## config.mk

```make
export PLATFORM = sky130hd
export DESIGN_NAME = spell_mem_master
export DESIGN_NICKNAME = d
export VERILOG_FILES = /design/src/rtl/spell_bus_pkg.sv /design/src/rtl/spell_req_buf.sv /design/src/rtl/spell_mem_master.sv
export SDC_FILE = /design/constraint.sdc
export NUM_CORES = 1
export LEC_CHECK = 0
export ABC_CLOCK_PERIOD_IN_PS = 4400
export BUFFER_PORTS_ARGS = -buffer_cell sky130_fd_sc_hd__buf_2
export CAP_MARGIN = 15
export CORE_ASPECT_RATIO = 0.7
export CORE_MARGIN = 2
export CORE_UTILIZATION = 35
export CTS_BUF_LIST = sky130_fd_sc_hd__clkbuf_4 sky130_fd_sc_hd__clkbuf_8
export CTS_CLUSTER_SIZE = 8
export DETAILED_ROUTE_END_ITERATION = 8
export HOLD_SLACK_MARGIN = 0.1
export PLACE_DENSITY = 0.63
export SLEW_MARGIN = 25
export SYNTH_ARGS = -nofsm -noshare
export SYNTH_HDL_FRONTEND = slang
export SYNTH_SLANG_ARGS = --single-unit
```

## constraint.sdc

```tcl
create_clock -name clk -period 4.4 [get_ports clk]
set_clock_uncertainty 0.05 [all_clocks]
set_input_delay 0.88 -clock clk [delete_from_list [all_inputs] [get_ports clk]]
set_output_delay 0.88 -clock clk [all_outputs]
set_load 0.05 [all_outputs]
```

## src/rtl/spell_bus_pkg.sv

```systemverilog
// Shared types and defaults for the Spell data/IO bus initiator.
package spell_bus_pkg;

    localparam int unsigned DEF_TIMEOUT      = 15;
    localparam logic [7:0]  DEF_TIMEOUT_DATA = 8'hFF;

    // Bus initiator states
    localparam logic [1:0] IDLE   = 2'd0;
    localparam logic [1:0] ACCESS = 2'd1;
    localparam logic [1:0] GAP    = 2'd2;

    // CPU load/store request payload
    typedef struct packed {
        logic       write;
        logic [7:0] addr;
        logic [7:0] wdata;
    } spell_req_t;

endpackage

```

## src/rtl/spell_req_buf.sv

```systemverilog
// One-entry valid/ready holding register with bypass.
// When empty, an accepted request is presented combinationally on the output
// and only stored if the consumer does not take it in the same cycle.
module spell_req_buf
    import spell_bus_pkg::*;
#(
    parameter type T = spell_req_t
) (
    input  logic clk,
    input  logic rst_n,
    input  logic in_valid_i,
    input  T     in_data_i,
    output logic in_ready_o,
    output logic out_valid_c_o,
    output T     out_data_c_o,
    input  logic out_take_i
);

    logic valid_q, valid_d;
    logic ready_q;
    T     data_q, data_d;
    logic in_fire;

    assign in_fire = in_valid_i & ready_q;

    // Holding-register update and bypass output selection
    always_comb begin
        valid_d = valid_q;
        data_d  = data_q;
        if (valid_q) begin
            if (out_take_i) begin
                valid_d = 1'b0;
            end
        end else if (in_fire && !out_take_i) begin
            valid_d = 1'b1;
            data_d  = in_data_i;
        end
        out_valid_c_o = valid_q | in_fire;
        out_data_c_o  = valid_q ? data_q : in_data_i;
    end

    // State register; ready is low during reset and tracks emptiness after
    always_ff @(posedge clk) begin
        if (!rst_n) begin
            valid_q <= 1'b0;
            data_q  <= '0;
            ready_q <= 1'b0;
        end else begin
            valid_q <= valid_d;
            data_q  <= data_d;
            ready_q <= !valid_d;
        end
    end

    assign in_ready_o = ready_q;

endmodule

```

## src/rtl/spell_mem_master.sv

```systemverilog
// Spell bus initiator: one transaction at a time, select held until
// data_ready, guaranteed select-low gap before the next launch.
module spell_mem_master
    import spell_bus_pkg::*;
#(
    parameter int unsigned TIMEOUT      = DEF_TIMEOUT,
    parameter logic [7:0]  TIMEOUT_DATA = DEF_TIMEOUT_DATA
) (
    input  logic       clk,
    input  logic       rst_n,
    input  logic       req_valid,
    output logic       req_ready,
    input  logic       req_write,
    input  logic [7:0] req_addr,
    input  logic [7:0] req_wdata,
    output logic       rsp_valid,
    output logic [7:0] rsp_rdata,
    output logic       rsp_timeout,
    output logic       select,
    output logic [7:0] addr,
    output logic       write,
    output logic [7:0] data_out,
    input  logic [7:0] data_in,
    input  logic       data_ready
);

    localparam int unsigned   CW       = $clog2(TIMEOUT + 1);
    localparam logic [CW-1:0] CNT_LAST = CW'(TIMEOUT - 1);
    localparam logic [CW-1:0] CNT_MAX  = CW'(TIMEOUT);

    logic [1:0]    state_q, state_d;
    logic [CW-1:0] cnt_q, cnt_d, cnt_inc;
    logic          select_q, select_d;
    logic [7:0]    addr_q, addr_d;
    logic          write_q, write_d;
    logic [7:0]    wdata_q, wdata_d;
    logic          rsp_valid_q, rsp_valid_d;
    logic [7:0]    rsp_rdata_q, rsp_rdata_d;
    logic          rsp_timeout_q, rsp_timeout_d;

    spell_req_t    in_req;
    spell_req_t    buf_req;
    logic          buf_avail;
    logic          take;

    assign in_req = '{write: req_write, addr: req_addr, wdata: req_wdata};

    spell_req_buf #(
        .T (spell_req_t)
    ) u_buf (
        .clk           (clk),
        .rst_n         (rst_n),
        .in_valid_i    (req_valid),
        .in_data_i     (in_req),
        .in_ready_o    (req_ready),
        .out_valid_c_o (buf_avail),
        .out_data_c_o  (buf_req),
        .out_take_i    (take)
    );

    // Saturating counter increment
    assign cnt_inc = (cnt_q == CNT_MAX) ? cnt_q : cnt_q + CW'(1);

    // Next-state and bus/response output logic
    always_comb begin
        state_d       = state_q;
        cnt_d         = cnt_q;
        select_d      = select_q;
        addr_d        = addr_q;
        write_d       = write_q;
        wdata_d       = wdata_q;
        rsp_valid_d   = 1'b0;
        rsp_rdata_d   = rsp_rdata_q;
        rsp_timeout_d = rsp_timeout_q;
        take          = 1'b0;

        case (state_q)
            IDLE: begin
                if (buf_avail) begin
                    take = 1'b1;
                end
            end
            ACCESS: begin
                if (data_ready) begin
                    rsp_valid_d   = 1'b1;
                    rsp_timeout_d = 1'b0;
                    rsp_rdata_d   = write_q ? 8'h00 : data_in;
                    select_d      = 1'b0;
                    write_d       = 1'b0;
                    cnt_d         = '0;
                    state_d       = GAP;
                end else if (cnt_q == CNT_LAST) begin
                    rsp_valid_d   = 1'b1;
                    rsp_timeout_d = 1'b1;
                    rsp_rdata_d   = TIMEOUT_DATA;
                    select_d      = 1'b0;
                    write_d       = 1'b0;
                    cnt_d         = '0;
                    state_d       = GAP;
                end else begin
                    cnt_d = cnt_inc;
                end
            end
            GAP: begin
                // Exit once the responder has dropped data_ready, or give up
                if (!data_ready || cnt_q == CNT_LAST) begin
                    if (buf_avail) begin
                        take = 1'b1;
                    end else begin
                        cnt_d   = '0;
                        state_d = IDLE;
                    end
                end else begin
                    cnt_d = cnt_inc;
                end
            end
            default: begin
                state_d = IDLE;
            end
        endcase

        if (take) begin
            select_d = 1'b1;
            addr_d   = buf_req.addr;
            write_d  = buf_req.write;
            wdata_d  = buf_req.wdata;
            cnt_d    = '0;
            state_d  = ACCESS;
        end
    end

    // State and output registers
    always_ff @(posedge clk) begin
        if (!rst_n) begin
            state_q       <= IDLE;
            cnt_q         <= '0;
            select_q      <= 1'b0;
            addr_q        <= 8'h00;
            write_q       <= 1'b0;
            wdata_q       <= 8'h00;
            rsp_valid_q   <= 1'b0;
            rsp_rdata_q   <= 8'h00;
            rsp_timeout_q <= 1'b0;
        end else begin
            state_q       <= state_d;
            cnt_q         <= cnt_d;
            select_q      <= select_d;
            addr_q        <= addr_d;
            write_q       <= write_d;
            wdata_q       <= wdata_d;
            rsp_valid_q   <= rsp_valid_d;
            rsp_rdata_q   <= rsp_rdata_d;
            rsp_timeout_q <= rsp_timeout_d;
        end
    end

    assign select      = select_q;
    assign addr        = addr_q;
    assign write       = write_q;
    assign data_out    = wdata_q;
    assign rsp_valid   = rsp_valid_q;
    assign rsp_rdata   = rsp_rdata_q;
    assign rsp_timeout = rsp_timeout_q;

endmodule
```

==> results.sh, run 1 <==
export IMPL_grt_usage_pct=15.4
export IMPL_grt_start_max_net_pins=49
export IMPL_powerDensity_nw_per_um2=369
export IMPL_cts_root_buf="clkbuf_8"
export IMPL_worstPathArrival_ns=2.63
export IMPL_postCtsSetupBuffers=0
export IMPL_finalHoldViolCount=0
export IMPL_die_area_um2=7770
export IMPL_rsz0062_at_grt="no"
export IMPL_async_reset_ff_share_pct=0
export IMPL_synth_edf_count=0
export IMPL_post_route_period_util_pct=55.8
export IMPL_seq_area_frac_synth_pct=42.9
export IMPL_ios=58
export IMPL_chipHeight_um=74.3
export IMPL_post_dp_hpwl_um=3900
export IMPL_cts_tree="built"
export IMPL_fmax_ghz=0.407
export IMPL_io_buffers=57
export IMPL_cts_buffers=5
export IMPL_cp_end_kind="register"
export IMPL_post_drt_wl_per_cell_um=14.4
export IMPL_cp_cell_sequence="buf_2 -> a21oi_1 -> a311oi_4 -> buf_4 -> nor2_1 -> a211oi_1"
export IMPL_post_cts_resized=0
export IMPL_p_leak_nw=1.07
export IMPL_grt_pass1_vias=1855
export IMPL_avgSynthCellArea_um2=9.30
export IMPL_synth_seq_cells=53
export IMPL_slowest_delay_ns=0.80
export IMPL_synthFlopType="dfxtp_1"
export IMPL_vias=2099
export IMPL_route_detailed_drc=0
export IMPL_setup_tns_ns=0
export IMPL_final_nets=339
export IMPL_htreeDepth=2
export IMPL_min_delay_start="u_buf.data_q[8]"
export IMPL_worst_ep_required_time_ns=4.57
export IMPL_coreArea_um2=6790
export IMPL_globalRoute_totalOverflow=0
export IMPL_firstDrtPassIters=4
export IMPL_setup_viol=0
export IMPL_max_slew_worst_pin_slew_ns=0.992
export IMPL_outcome="finished clean"
export IMPL_num_rows=25
export IMPL_p_switching_mw=0.350
export IMPL_cts_sinks=53
export IMPL_totalWireLength_um=5820
export IMPL_clock_path_buffers=2
export IMPL_worstReg2RegStart="cnt_q[0]"
export IMPL_drt_first_iter_violations=97
export IMPL_fill_cells=724
export IMPL_maxCapViolations=0
export IMPL_p_int_mw=0.703
export IMPL_combPwrFrac_pct=22.6
export IMPL_chipWidth_um=104
export IMPL_ir_worst_vdd_mv=0.145
export IMPL_clock_latency_ns=0.31
export IMPL_antenna_cells=0
export IMPL_grt_pass1_wl_um=9470
export IMPL_min_period_ns=2.46
export IMPL_cp_max_fo=19
export IMPL_syn_num_nets=297
export IMPL_avgViaCountPerCell=5.21
export IMPL_areaGrowthSynthToFinish_pct=15.4
export IMPL_yosysWarnings=0
export IMPL_min_path_type="register to register"
export IMPL_worstSetupPathType="primary input to register"
export IMPL_initial_utilization_pct=36.4
export IMPL_syn_inst=266
export IMPL_power_mw=1.05
export IMPL_drtAntennaViolNets=0
export IMPL_maxSlewViolCount=0
export IMPL_gp_congestion=0.805
export IMPL_ys_types=39
export IMPL_p_clk_share_pct=27.5
export IMPL_p_sw_share_pct=33.2
export IMPL_hold_buffers=0
export IMPL_slew_headroom_pct=33.8
export IMPL_drive_above_1_share_pct=29.8
export IMPL_worstSetupStartpointType="primary input"
export IMPL_pwr_share_seq_pct=49.9
export IMPL_critPathSlowestCell="a311oi_4"
export IMPL_antenna_found_initial=0
export IMPL_clk_pin_slew_ns=0.10
export IMPL_startpoint="req_valid"
export IMPL_netlist_area_um2=2470
## final timing paths
check                    endpoint  slack [ns]  cells past startpoint
setup / recovery      data_out[4]        1.94                      6
hold / removal    u_buf.data_q[8]        0.43                      2
setup reg to reg      data_out[4]        1.97                      7
hold reg to reg   u_buf.data_q[8]        0.43                      2
## cells in the mapped netlist, drive strengths merged, types with 2 or more instances
cell type | number | area, um2
dfxtp | 53 | 1060
nor2 | 29 | 111
a211oi | 27 | 268
a21oi | 25 | 125
o21ai | 21 | 105
mux2i | 18 | 180
nand3 | 18 | 103
buf | 15 | 103
clkbuf | 9 | 33.8
a21boi | 7 | 52.6
nand2 | 7 | 26.3
nor3 | 4 | 20.0
or3 | 4 | 25.0
a31oi | 3 | 25.0
inv | 3 | 11.3
a21o | 2 | 15.0
ha | 2 | 25.0
mux2 | 2 | 22.5
nand2b | 2 | 27.5
nor2b | 2 | 12.5
o21a | 2 | 15.0
## routing by layer
layer / part of all wire, % / global-route usage, % / wire length (um)
met5: 0 / 0 / 0
met4: 1.1 / 5.41 / 66
met3: 5.3 / 3.24 / 307
met1: 53 / 23.4 / 3090
met2: 40 / 21.4 / 2350
## kinds of logic after synthesis
| group | after synthesis | share of synthesized area [%] |
|---|---|---|
| mux | 20 | 8.19 |
| simple gates | 70 | 14.2 |
| fa+ha+maj | 2 | 1.01 |
| flops | 53 | 42.9 |
| compound gates | 94 | 27.7 |
| buf+inv | 27 | 5.97 |
## cell type report
type / count / area, um2 / share of cell area (%)
Timing Repair Buffer: 59 / 300 / 10.5
Sequential cell: 53 / 1060 / 37.2
Multi-Input combinational cell: 186 / 1270 / 44.4
Inverter: 3 / 11.3 / 0.395
Tap cell: 94 / 118 / 4.12
Clock inverter: 2 / 13.8 / 0.482
Clock buffer: 6 / 82.6 / 2.89
## sequential cells by signal, indices dropped and copies added (netlist names)
signal and cells:
rsp_timeout 1, data_out 8, u_buf.in_ready_o 1, u_buf.valid_q 1, rsp_valid 1, select 1
cnt_q 4, addr 8, u_buf.data_q 17, state_q 2, rsp_rdata 8, write 1
## cell usage in the layout, fill, tap and decap left out, drive strengths merged, types with 3 or more instances in the layout
cell | netlist | final
clkbuf | 9 | 6
inv | 3 | 3
o21ai | 21 | 21
a21boi | 7 | 7
a211oi | 27 | 27
nand2 | 7 | 7
or3 | 4 | 4
dfxtp | 53 | 53
buf | 15 | 59
a31oi | 3 | 3
nor3 | 4 | 4
nand3 | 18 | 18
mux2i | 18 | 18
nor2 | 29 | 29
a21oi | 25 | 25
## metrics by stage
stage	setup WS [ns]	instance area, um2	utilization (%)	hold WS, ns	std cells
5_1_grt	1.75	2850	42.0	0.458	403
3_5_place_dp	1.62	2760	40.6	0.416	395
6_report	1.94	2850	42.0	0.427	403
4_1_cts	1.92	2850	42.0	0.430	403
2_1_floorplan	2.34	2470	-	0.400	266
3_3_place_gp	1.68	2760	40.6	0.410	395
## critical path, delay by kind of cell
kind                   cells  cell delay (ns)
and+or+nand+nor            1             0.07
AOI/OAI and AO/OA          3             1.18
buffers and inverters      2             0.49
## power by group through the flow
stage               registers [mW]  clock network, mW  logic (mW)
global placement             0.537                  0       0.236
floorplan                    0.605                  0       0.116
detailed placement           0.537                  0       0.238
CTS                          0.526              0.301       0.239
finish                       0.526              0.290       0.238
global route                 0.531              0.321       0.257
No activity file was read; power rests on OpenSTA's default activity.
==> run 2: changes to the inputs <==
--- a/config.mk
+++ b/config.mk
@@ -5,7 +5,8 @@
 export SDC_FILE = /design/constraint.sdc
 export NUM_CORES = 1
 export LEC_CHECK = 0
-export ABC_CLOCK_PERIOD_IN_PS = 4400
+export ABC_AREA = 1
+export ABC_CLOCK_PERIOD_IN_PS = 2200
 export BUFFER_PORTS_ARGS = -buffer_cell sky130_fd_sc_hd__buf_2
 export CAP_MARGIN = 15
 export CORE_ASPECT_RATIO = 0.7
@@ -15,7 +16,7 @@
 export CTS_CLUSTER_SIZE = 8
 export DETAILED_ROUTE_END_ITERATION = 8
 export HOLD_SLACK_MARGIN = 0.1
-export PLACE_DENSITY = 0.63
+export PLACE_DENSITY = 0.65
 export SLEW_MARGIN = 25
 export SYNTH_ARGS = -nofsm -noshare
 export SYNTH_HDL_FRONTEND = slang
==> constraint.sdc (replaced) <==
create_clock -name clk -period 2.2 [get_ports clk]
set_clock_uncertainty 0.05 [all_clocks]
set_input_delay 0.44 -clock clk [delete_from_list [all_inputs] [get_ports clk]]
set_output_delay 0.44 -clock clk [all_outputs]
set_load 0.05 [all_outputs]
==> run 2 against run 1 <==
Net effect: register-to-register slack worse by 1.6 ns; final area fell by 3.4%; global-route usage decreased by 0.87 points; routed wire length shrank 12%.
==> results.sh, run 2 <==
export IMPL_min_path_type="primary input to register"
export IMPL_globalRoute_totalOverflow=0
export IMPL_setup_viol=0
export IMPL_clock_path_buffers=2
export IMPL_finalHoldViolCount=0
export IMPL_utilization_pct=43.3
export IMPL_slew_headroom_pct=75.6
export IMPL_min_delay_start="req_wdata[2]"
export IMPL_final_cell_mix="nand2_1, nor2_1, buf_2"
export IMPL_synth_seq_cells=53
export IMPL_syn_num_nets=367
export IMPL_cp_max_fo=34
export IMPL_worstSetupPathType="register to register"
export IMPL_largest_register_ffs=17
export IMPL_avgViaCountPerCell=4.47
export IMPL_avgSynthCellArea_um2=6.98
export IMPL_chipHeight_um=72.5
export IMPL_vias=2142
export IMPL_synth_top_cell_area_share_pct=45.3
export IMPL_route_detailed_drc=0
export IMPL_cp_cell_sequence="inv_1 -> ha_1 -> nand3_2 -> nand3_2 -> nand2_4 -> nand3b_4 -> nand2_1 -> nand2_1 -> nor2_1"
export IMPL_grt_pass1_wl_um=8410
export IMPL_grt_pass1_vias=1856
export IMPL_cts_buffers=5
export IMPL_totalWireLength_um=5140
export IMPL_holdWs_ns=0.302
export IMPL_grt_start_max_net_pins=39
export IMPL_synth_edf_count=0
export IMPL_areaGrowthSynthToFinish_pct=17.6
export IMPL_maxCapViolations=0
export IMPL_slowest_delay_ns=0.41
export IMPL_io_buffers=57
export IMPL_setup_tns_ns=0
export IMPL_maxSlewViolCount=0
export IMPL_setup_ws_ns=0.349
export IMPL_ys_top_cells_by_count="nand2_1, nor2_1, dfxtp_1"
export IMPL_async_reset_ff_share_pct=0
export IMPL_hold_buffers=0
export IMPL_cts_root_buf="clkbuf_8"
export IMPL_cp_end_kind="register"
export IMPL_drt_first_iter_violations=97
export IMPL_synth_area_top_cells="dfxtp_1, nand2_1, nor2_1"
export IMPL_postCtsSetupBuffers=0
export IMPL_synth_largest_area_cell="dfxtp_1"
export IMPL_antenna_cells=0
export IMPL_min_period_ns=1.85
export IMPL_post_cts_resized=0
export IMPL_hold_depth=3
export IMPL_max_slew_worst_pin_slew_ns=0.367
export IMPL_ir_worst_vdd_mv=0.312
export IMPL_gp_congestion=0.817
export IMPL_whs_endpoint="u_buf.data_q[2]"
export IMPL_cts_sinks=53
export IMPL_fmax_ghz=0.540
export IMPL_num_rows=24
export IMPL_post_drt_wl_per_cell_um=10.7
export IMPL_coreArea_um2=6370
export IMPL_htreeDepth=2
export IMPL_yosysWarnings=0
export IMPL_rsz0062_at_grt="no"
export IMPL_worstPathArrival_ns=2.05
export IMPL_post_route_period_util_pct=84.1
export IMPL_seq_area_frac_synth_pct=45.3
export IMPL_outcome="finished clean"
export IMPL_drive_above_1_share_pct=20.6
export IMPL_chipWidth_um=102
export IMPL_p_leak_nw=1.39
export IMPL_clk_pin_slew_ns=0.10
export IMPL_cts_tree="built"
export IMPL_clock_latency_ns=0.32
export IMPL_worstReg2RegStart="cnt_q[0]"
export IMPL_netlist_area_um2=2340
export IMPL_powerDensity_nw_per_um2=825
export IMPL_firstDrtPassIters=4
export IMPL_pre_cts_slack_ns=0.356
export IMPL_initial_utilization_pct=36.8
export IMPL_antenna_found_initial=0
export IMPL_yosysMostFrequentCell="nand2_1"
export IMPL_syn_inst=336
export IMPL_regMostFlops="u_buf.data_q"
export IMPL_synthFlopType="dfxtp_1"
export IMPL_reg2reg_depth=9
export IMPL_worstSetupStartpointType="register"
export IMPL_ys_types=23
export IMPL_post_dp_hpwl_um=3630
export IMPL_critPathSlowestCell="dfxtp_1"
export IMPL_drtAntennaViolNets=0
export IMPL_die_area_um2=7380
export IMPL_reg2reg_slack_ns=0.35
export IMPL_timing_rr_end="u_buf.data_q[15]"
export IMPL_final_common_cell="nand2_1"
export IMPL_worst_ep_required_time_ns=2.40
export IMPL_grt_usage_pct=14.6
export IMPL_final_nets=418
export IMPL_ios=58
## run 2: changes by cell type after synthesis, sizes merged, moves of 4 or more
cell | previous run | this run
mux2i | 18 | 0
nor3 | 4 | 0
nand2 | 7 | 77
buf | 15 | 8
a211oi | 27 | 1
o21ai | 21 | 43
or3 | 4 | 0
nor2 | 29 | 70
a21boi | 7 | 0
inv | 3 | 35
a21oi | 25 | 18
## run 2: cell families after synthesis
family / Yosys count / share of synthesized area (%)
compound gates: 63 / 13.6
buf+inv: 50 / 9.55
xor+xnor: 1 / 0.374
fa+ha+maj: 2 / 1.07
simple gates: 167 / 30.1
flops: 53 / 45.3
## run 2: area by class of cell
class,count,area (um2)
Sequential cell,53,1060
Inverter,35,131
Multi-Input combinational cell,233,1060
Timing Repair Buffer,59,300
Clock inverter,3,22.5
Tap cell,91,114
Clock buffer,5,68.8
Fill cell,688,3610
## run 2: critical path, delay by kind of cell, from the launching register on
kind          cells  cell delay [ns]
flops             1             0.41
buf+inv           1             0.08
fa+ha+maj         1             0.20
simple gates      7             1.04
## run 2: per-stage QoR
step	std cells	total power [mW]	area, um2
CTS	479	2.30	2760
global route	479	2.41	2760
detailed placement	471	1.73	2670
global placement	471	1.73	2670
finish	479	2.28	2760
floorplan	336	1.60	2340
## run 2: worst max path at each step
stage	startpoint	endpoint	slack [ns]
4_1_cts	cnt_q[0]	u_buf.data_q[15]	0.33
5_1_grt	cnt_q[0]	u_buf.data_q[15]	0.15
2_1_floorplan	u_buf.in_ready_o	u_buf.data_q[4]	0.51
3_5_place_dp	req_valid	u_buf.data_q[1]	0.36
3_3_place_gp	req_valid	u_buf.data_q[0]	0.38
6_report	cnt_q[0]	u_buf.data_q[15]	0.35
## run 2: power by group
| group | internal [mW] | total (mW) | switching, mW |
|---|---|---|---|
| logic | 0.160 | 0.610 | 0.450 |
| registers | 1.05 | 1.10 | 0.0429 |
| clock network | 0.224 | 0.569 | 0.345 |
| total | 1.44 | 2.28 | 0.838 |
## run 2: metal layers
metal,wire (um),up-vias,global-route usage [%]
li1,-,1152,-
met5,0,-,0
met3,398,4,5.11
met4,65,0,4.44
met1,2590,934,19.1
met2,2090,52,22.6
